File: src/rtl/irq_latency_scheduler.sv
// irq_latency_scheduler: round-robin scheduler of NCH periodic interrupt sources that measures ack latency
// Ports: clk/rst (async, active-high); enable gates counting and new grants;
//   cfg_we/cfg_ch/cfg_period reprogram one channel; int_ack from CPU;
//   irq/irq_ch drive the CPU; rep_* is the valid/ready result record; pending shows queued sources.
module irq_latency_scheduler #(
  parameter int NCH        = 4,
  parameter int CNT_W      = 32,
  parameter int DEF_PERIOD = 100000,
  parameter int TIMEOUT    = 5000000,
  parameter int OVR_W      = 8
) (
  input  logic                     clk,
  input  logic                     rst,
  input  logic                     enable,
  input  logic                     cfg_we,
  input  logic [$clog2(NCH)-1:0]   cfg_ch,
  input  logic [CNT_W-1:0]         cfg_period,
  input  logic                     int_ack,
  output logic                     irq,
  output logic [$clog2(NCH)-1:0]   irq_ch,
  output logic                     rep_valid,
  input  logic                     rep_ready,
  output logic [$clog2(NCH)-1:0]   rep_ch,
  output logic [CNT_W-1:0]         rep_latency,
  output logic                     rep_timeout,
  output logic [OVR_W-1:0]         rep_overrun,
  output logic [NCH-1:0]           pending
);
  localparam int CW = $clog2(NCH);
  typedef enum logic [1:0] {IDLE, IRQ, REPORT, ACKLOW} state_t;
  state_t st, nxt;
  logic [CNT_W-1:0] period [NCH];
  logic [CNT_W-1:0] cnt [NCH];
  logic [OVR_W-1:0] ovr [NCH];
  logic [CNT_W-1:0] lat;
  logic [CW-1:0] rr, gnt_ch, c;
  logic [NCH-1:0] expiry;
  logic grant, tmo;
  always_comb begin
    for (int i = 0; i < NCH; i++)
      expiry[i] = enable && period[i] != '0 && cnt[i] == period[i] - CNT_W'(1);
  end
  // Scan downward so the candidate closest after rr is written last and wins.
  always_comb begin
    gnt_ch = rr;
    c = rr;
    for (int k = NCH; k >= 1; k--) begin
      c = CW'((int'(rr) + k) % NCH);
      if (pending[c]) gnt_ch = c;
    end
  end
  assign grant = st == IDLE && enable && |pending;
  assign tmo = lat == CNT_W'(TIMEOUT - 1);
  always_ff @(posedge clk or posedge rst) begin
    if (rst) st <= IDLE;
    else st <= nxt;
  end
  always_comb begin
    nxt = st;
    case (st)
      IDLE:    nxt = grant ? IRQ : IDLE;
      IRQ:     nxt = int_ack || tmo ? REPORT : IRQ;
      REPORT:  nxt = rep_ready ? ACKLOW : REPORT;
      ACKLOW:  nxt = int_ack ? ACKLOW : IDLE;
      default: nxt = IDLE;
    endcase
  end
  // A config write wins over everything for its channel; an expiry in the grant
  // cycle re-arms pending and is not counted as an overrun.
  always_ff @(posedge clk or posedge rst) begin
    if (rst) begin
      pending <= '0;
      for (int i = 0; i < NCH; i++) begin
        period[i] <= CNT_W'(DEF_PERIOD);
        cnt[i] <= '0;
        ovr[i] <= '0;
      end
    end else begin
      for (int i = 0; i < NCH; i++) begin
        if (cfg_we && cfg_ch == CW'(i)) begin
          period[i] <= cfg_period;
          cnt[i] <= '0;
          pending[i] <= 1'b0;
          ovr[i] <= '0;
        end else begin
          if (enable && period[i] != '0) cnt[i] <= expiry[i] ? '0 : cnt[i] + CNT_W'(1);
          if (expiry[i]) pending[i] <= 1'b1;
          else if (grant && gnt_ch == CW'(i)) pending[i] <= 1'b0;
          if (grant && gnt_ch == CW'(i)) ovr[i] <= '0;
          else if (expiry[i] && pending[i] && ovr[i] != '1) ovr[i] <= ovr[i] + OVR_W'(1);
        end
      end
    end
  end
  always_ff @(posedge clk or posedge rst) begin
    if (rst) begin
      irq <= 1'b0;
      irq_ch <= '0;
      rr <= CW'(NCH - 1);
      lat <= '0;
      rep_valid <= 1'b0;
      rep_ch <= '0;
      rep_latency <= '0;
      rep_timeout <= 1'b0;
      rep_overrun <= '0;
    end else if (grant) begin
      irq <= 1'b1;
      irq_ch <= gnt_ch;
      rr <= gnt_ch;
      lat <= '0;
      rep_overrun <= ovr[gnt_ch];
    end else if (st == IRQ) begin
      if (int_ack || tmo) begin
        irq <= 1'b0;
        rep_valid <= 1'b1;
        rep_ch <= irq_ch;
        rep_latency <= int_ack ? lat : '1;
        rep_timeout <= !int_ack;
      end else lat <= lat + CNT_W'(1);
    end else if (st == REPORT && rep_ready) rep_valid <= 1'b0;
  end
endmodule

File: config.mk
export PLATFORM = sky130hd
export DESIGN_NAME = irq_latency_scheduler
export DESIGN_NICKNAME = d
export VERILOG_FILES = /design/src/rtl/irq_latency_scheduler.sv
export SDC_FILE = /design/constraint.sdc
export NUM_CORES = 1
export LEC_CHECK = 0
export BUFFER_PORTS_ARGS = -buffer_cell sky130_fd_sc_hd__buf_2
export CORE_UTILIZATION = 40
export CTS_CLUSTER_DIAMETER = 80
export DETAILED_ROUTE_END_ITERATION = 8
export GPL_TIMING_DRIVEN = 0
export PLACE_DENSITY = 0.67
export SKIP_CTS_REPAIR_TIMING = 1
export SLEW_MARGIN = 20
export SYNTH_ARGS = -nofsm -noshare
export SYNTH_HDL_FRONTEND = slang
export SYNTH_SLANG_ARGS = --single-unit
File: constraint.sdc
create_clock -name clk -period 22.9 [get_ports clk]
set_input_delay 4.58 -clock clk [delete_from_list [all_inputs] [get_ports clk]]
set_output_delay 4.58 -clock clk [all_outputs]
set_load 0.1 [all_outputs]
### Word-level counts from Yosys, hierarchy flattened

Index checks and enable logic that the tools add are counted.

* flip-flop bits (word level): 375

* reductions and logical operators: 56
* $add $sub $neg: 17
* order comparisons: 5
* bitwise gates (word level): 2
* multiplexer cells: 66
* equal/unequal tests: 20

Operators with widths (number)
* $mux W32: 16
* $add A32 B1 Y32 const B: 5
* $eq A32 B32 Y1: 4
* $reduce_bool A32 Y1: 4
* $sub A32 B1 Y32 const B: 4
* $mux W8: 14
* $add A8 B1 Y8 const B: 4
* $eq A32 B23 Y1 const B: 1
* $ne A8 B8 Y1 const B: 4
* $logic_and A1 B1 Y1: 27
* $mux W1: 24
* $reduce_bool A3 Y1: 8
* $bmux W8 S2: 1
* $reduce_bool A2 Y1: 7
* $eq A2 B2 Y1 const B: 6
* $lt A2 B3 Y1 const B: 4
* $mux W2: 6
* $bmux W1 S2: 4
* $pmux W2 S4: 1
* $eq A2 B1 Y1 const B: 3
* $logic_not A2 Y1: 3
* $reduce_and A3 Y1: 2
* $add A2 B1 Y2 const B: 2
* $add A2 B2 Y2 const B: 2
* other kinds (9): 10

### Longest topological paths before layout

* depth in word-level cells: 12
* mapped depth: 14
* gate-level depth less buffers: 11

### Least setup slack after synthesis

OpenSTA, ideal clock, no wires.

* path kind: input port to flip-flop
* from: input int_ack
* to: register lat[24]
* stages on the path: 6
* buffers on the path: 0
* data required time: 22.822 ns
* slack: 16.139 ns
* arrival time: 6.683 ns
* cells stage by stage: a311oi_1 > nand2_1 > nor3_1 > nand2_1 > or3_1 > a21oi_1

* word-level cells in the longest chain between the ends: 3

Ends and longest elaborated chain
* from (decl): line 18 `input logic int_ack,`
* $logic_or A1 B1 Y1: line 113 `if (int_ack || tmo) begin`
* $ne A2 B2 Y1 (no source line)
* $reduce_and A2 Y1 (no source line)
* to (signal assigned): line 119 `end else lat <= lat + CNT_W'(1);`
* to (decl): line 35 `logic [CNT_W-1:0] lat;`

No other way between the ends.
A chain may end at the register's enable or synchronous reset.

### Worst setup path after layout

* from: input enable
* to: register cnt[94] in the netlist's numbering

* word-level cells in the longest chain between the ends: 5

Ends and longest elaborated chain
* from (decl): line 14 `input logic enable,`
* $logic_and A1 B1 Y1 (*): line 41, 86
* $logic_and A1 B1 Y1: line 41 `expiry[i] = enable && period[i] != '0 && cnt[i] == period[i] - CNT_W'(1);`
* $mux W32 (2 in a row): line 86 `if (enable && period[i] != '0) cnt[i] <= expiry[i] ? '0 : cnt[i] + CNT_W'(1);`
* $mux W32: line 80 `if (cfg_we && cfg_ch == CW'(i)) begin`
* to (signal, indexed assignment): line 86
* to (decl): line 33 `logic [CNT_W-1:0] cnt [NCH];`

Every way passes the cells marked *; elsewhere a longest branch is shown, timed or not. The select of a mux whose other input is x is not followed.

==> results.toml <==
[synthesis]
yosysSeqAreaShare = 0.430
syn_nets = 2600
synth-main-ff-cell = "dfrtp_1"
yosysUniqueCellTypes = 79
syn_inst = 2543
syn_area_um2 = 21900
yosys_warnings = 0
ys_seq_elements = 375
synthArstFlopShare = 1.00
synth_edf_count = 0
syn_avg_cell_area_um2 = 8.60

[run]
maxCapViolations = 0

[sta]
maxSlewViolCount = 0
setup-violations-final = 0
finalCriticalPeriod_ns = 7.42
skew_ns = 0.0375
finalHoldViolCount = 0
tns_ns = 0
slew_headroom = 0.274
period_share = 0.324
rsz0062_at_grt = "no"
worst_slew_pin_slew_ns = 1.09
fmax_ghz = 0.135

[clock_tree]
cts_max_path_buffers = 3
htreeDepth = 2
clkTransAtPathRegs_ns = 0.06
clk_latency_ns = 0.59
root_buffer = "clkbuf_16"
numCtsBuffers = 43
cts_tree = "yes"
cts_sinks = 375

[setup_path]
worstPathArrival_ns = 7.87
r2r_cells = 11
rrSetupSlack_ns = 18.09
r2r-end = "cnt[23]$_DFFE_PP0P_"
worst_setup_path_end_kind = "flop"
required_ns = 23.35
timing_worst_setup_path_type = "input port to flop"
crit_fanout = 10
endpoint = "cnt[94]$_DFFE_PP0P_"
crit_path_start = "enable"
reg2reg_from = "period[10]$_DFFE_PP1P_"
startpoint_type = "input port"

[routing]
vias_per_cell = 5.66
wirelength_um = 64000
ant_nets = 0
routed-via-count = 19300
first_iter_violations = 1682
drc = 0
wl_per_cell_um = 18.8
first_pass_iters = 6

[floorplan]
die_area_um2 = 55600
start_util = 0.406
fp.dieW_um = 236
io_pins = 91
die_h_um = 236
rows = 85
design.core.area_um2 = 53900

[global_routing]
grt_use_total = 0.231
grt_max_degree = 94
antenna_found_initial = 0
grt_pass1_vias = 18700
gr-total-overflow = 0
grt_first_pass_wirelength_um = 103000

[layout]
diodes = 0
final_nets = 2738
areaGrowthSynthToFinish_pct = 13.1
final_common_cell = "nand2_1"
n_fill_cell = 5153
regArea_um2 = 9420
multi_input_area_um2 = 11900
drive_gt1_frac = 0.0918
final_cells = 3408
final_cell_mix = "nand2_1 (519), dfrtp_1 (349), nor2_1 (285)"

[min_path]
hp-start = "rep_latency[19]$_DFFE_PP0P_"
min_path_type = "flop to flop"

[power_and_ir_drop]
leakagePower_uw = 0.0107
ir_worst_vdd_v = 0.000120
pwr_density_cell_nw_per_um2 = 94.6

[place]
place_hpwl_um = 48000
placed_cells = 3332
gp_congestion = 0.922
port_buffers = 89

[outcome]
status = "finished, final reports clean"
synth_stat cells, types with 11 or more instances:
| master | n | share of area |
|---|---|---|
| nor4b_1 | 11 | 0.0044 |
| nand2b_1 | 20 | 0.0057 |
| or3_1 | 31 | 0.0089 |
| o211ai_1 | 22 | 0.0075 |
| a21oi_1 | 44 | 0.010 |
| nor3_1 | 64 | 0.015 |
| xor2_1 | 146 | 0.058 |
| and3_1 | 51 | 0.015 |
| ha_1 | 17 | 0.0097 |
| and2_1 | 13 | 0.0037 |
| and4_1 | 21 | 0.0084 |
| nor2_1 | 285 | 0.049 |
| or4_1 | 22 | 0.0075 |
| a211oi_1 | 13 | 0.0045 |
| clkbuf_1 | 104 | 0.018 |
| nand4_1 | 75 | 0.021 |
| xnor2_1 | 153 | 0.061 |
| dfstp_2 | 26 | 0.031 |
| or2_2 | 13 | 0.0037 |
| nor4_1 | 56 | 0.016 |
| nand2_1 | 519 | 0.089 |
| mux2_2 | 12 | 0.0062 |
| o22a_1 | 32 | 0.013 |
| nand3_1 | 109 | 0.025 |
| mux2i_1 | 32 | 0.015 |
| o21ai_0 | 72 | 0.016 |
| a31oi_1 | 22 | 0.0063 |
| inv_1 | 47 | 0.0081 |
| dfrtp_1 | 349 | 0.40 |
cell type report:
class | count | area share
flip-flops and latches | 375 | 0.381
clock inverters | 16 | 0.00521
well taps | 696 | 0.0352
multi-input cells | 2007 | 0.481
inverters | 47 | 0.00743
clock buffers | 60 | 0.0502
plain buffers | 114 | 0.0178
repair buffers | 93 | 0.0225
metrics by stage:
step	power [uW]	util	area, um^2	setup WS (ns)	hold slack [ns]
final	2340	0.459	24700	15.48	0.482
after global routing	2450	0.459	24700	15.27	0.509
after CTS	2350	0.458	24700	15.49	0.486
after detailed placement	1660	0.433	23300	14.91	0.470
after global placement	1650	0.430	23200	3.99	0.465
after floorplan	1490	-	21900	7.95	0.454
registers in the layout, indices dropped and copies added, names as in the netlist:
register,cells
st,2
ovr,32
rep_ch,2
rep_overrun,8
irq,1
pending,4
irq_ch,2
rep_latency,32
period,128
lat,32
rr,2
cnt,128
rep_timeout,1
rep_valid,1
worst min-delay path by stage:
stage	end	slack [ns]	cells after the start
2_1_floorplan	period[16]$_DFFE_PP1P_	0.45	2
3_3_place_gp	rep_overrun[4]$_DFFE_PP0P_	0.47	2
3_5_place_dp	rep_overrun[5]$_DFFE_PP0P_	0.47	2
4_1_cts	rep_latency[18]$_DFFE_PP0P_	0.49	1
5_1_grt	rep_latency[10]$_DFFE_PP0P_	0.51	1
6_report	rep_latency[19]$_DFFE_PP0P_	0.48	1
critical path, cell delays in order:
cell      delay [ns]
clkbuf_1        0.74
o31a_1          0.34
nand4_1         0.11
nor4_1          0.44
nand4_2         0.33
or3_1           0.38
buf_2           0.22
nand2_1         0.16
clkbuf_1        0.40
o31ai_1         0.14
logic make-up after synthesis:
logic type                 Yosys count  share of synthesized area
and+or+nand+nor                   1351                      0.297
DFF                                375                      0.430
xor gates and xnor gates           299                      0.120
AOI/OAI and AO/OA                  296                     0.0941
buffers and inverters              161                     0.0282
muxes                               44                     0.0208
adders and majority gates           17                    0.00972
power by group:
part / internal, uW / switching [uW] / total, uW
combinational: 207 / 581 / 788
sequential: 767 / 105 / 873
clock: 391 / 289 / 680
per-layer routing:
metal	up-vias	GRT usage	routed length, um
li1	9137	-	-
met1	9493	0.319	29000
met2	553	0.367	29300
met3	113	0.0311	3580
met4	0	0.0867	2160
met5	-	0	0
Power figures use the tool's default switching activity.
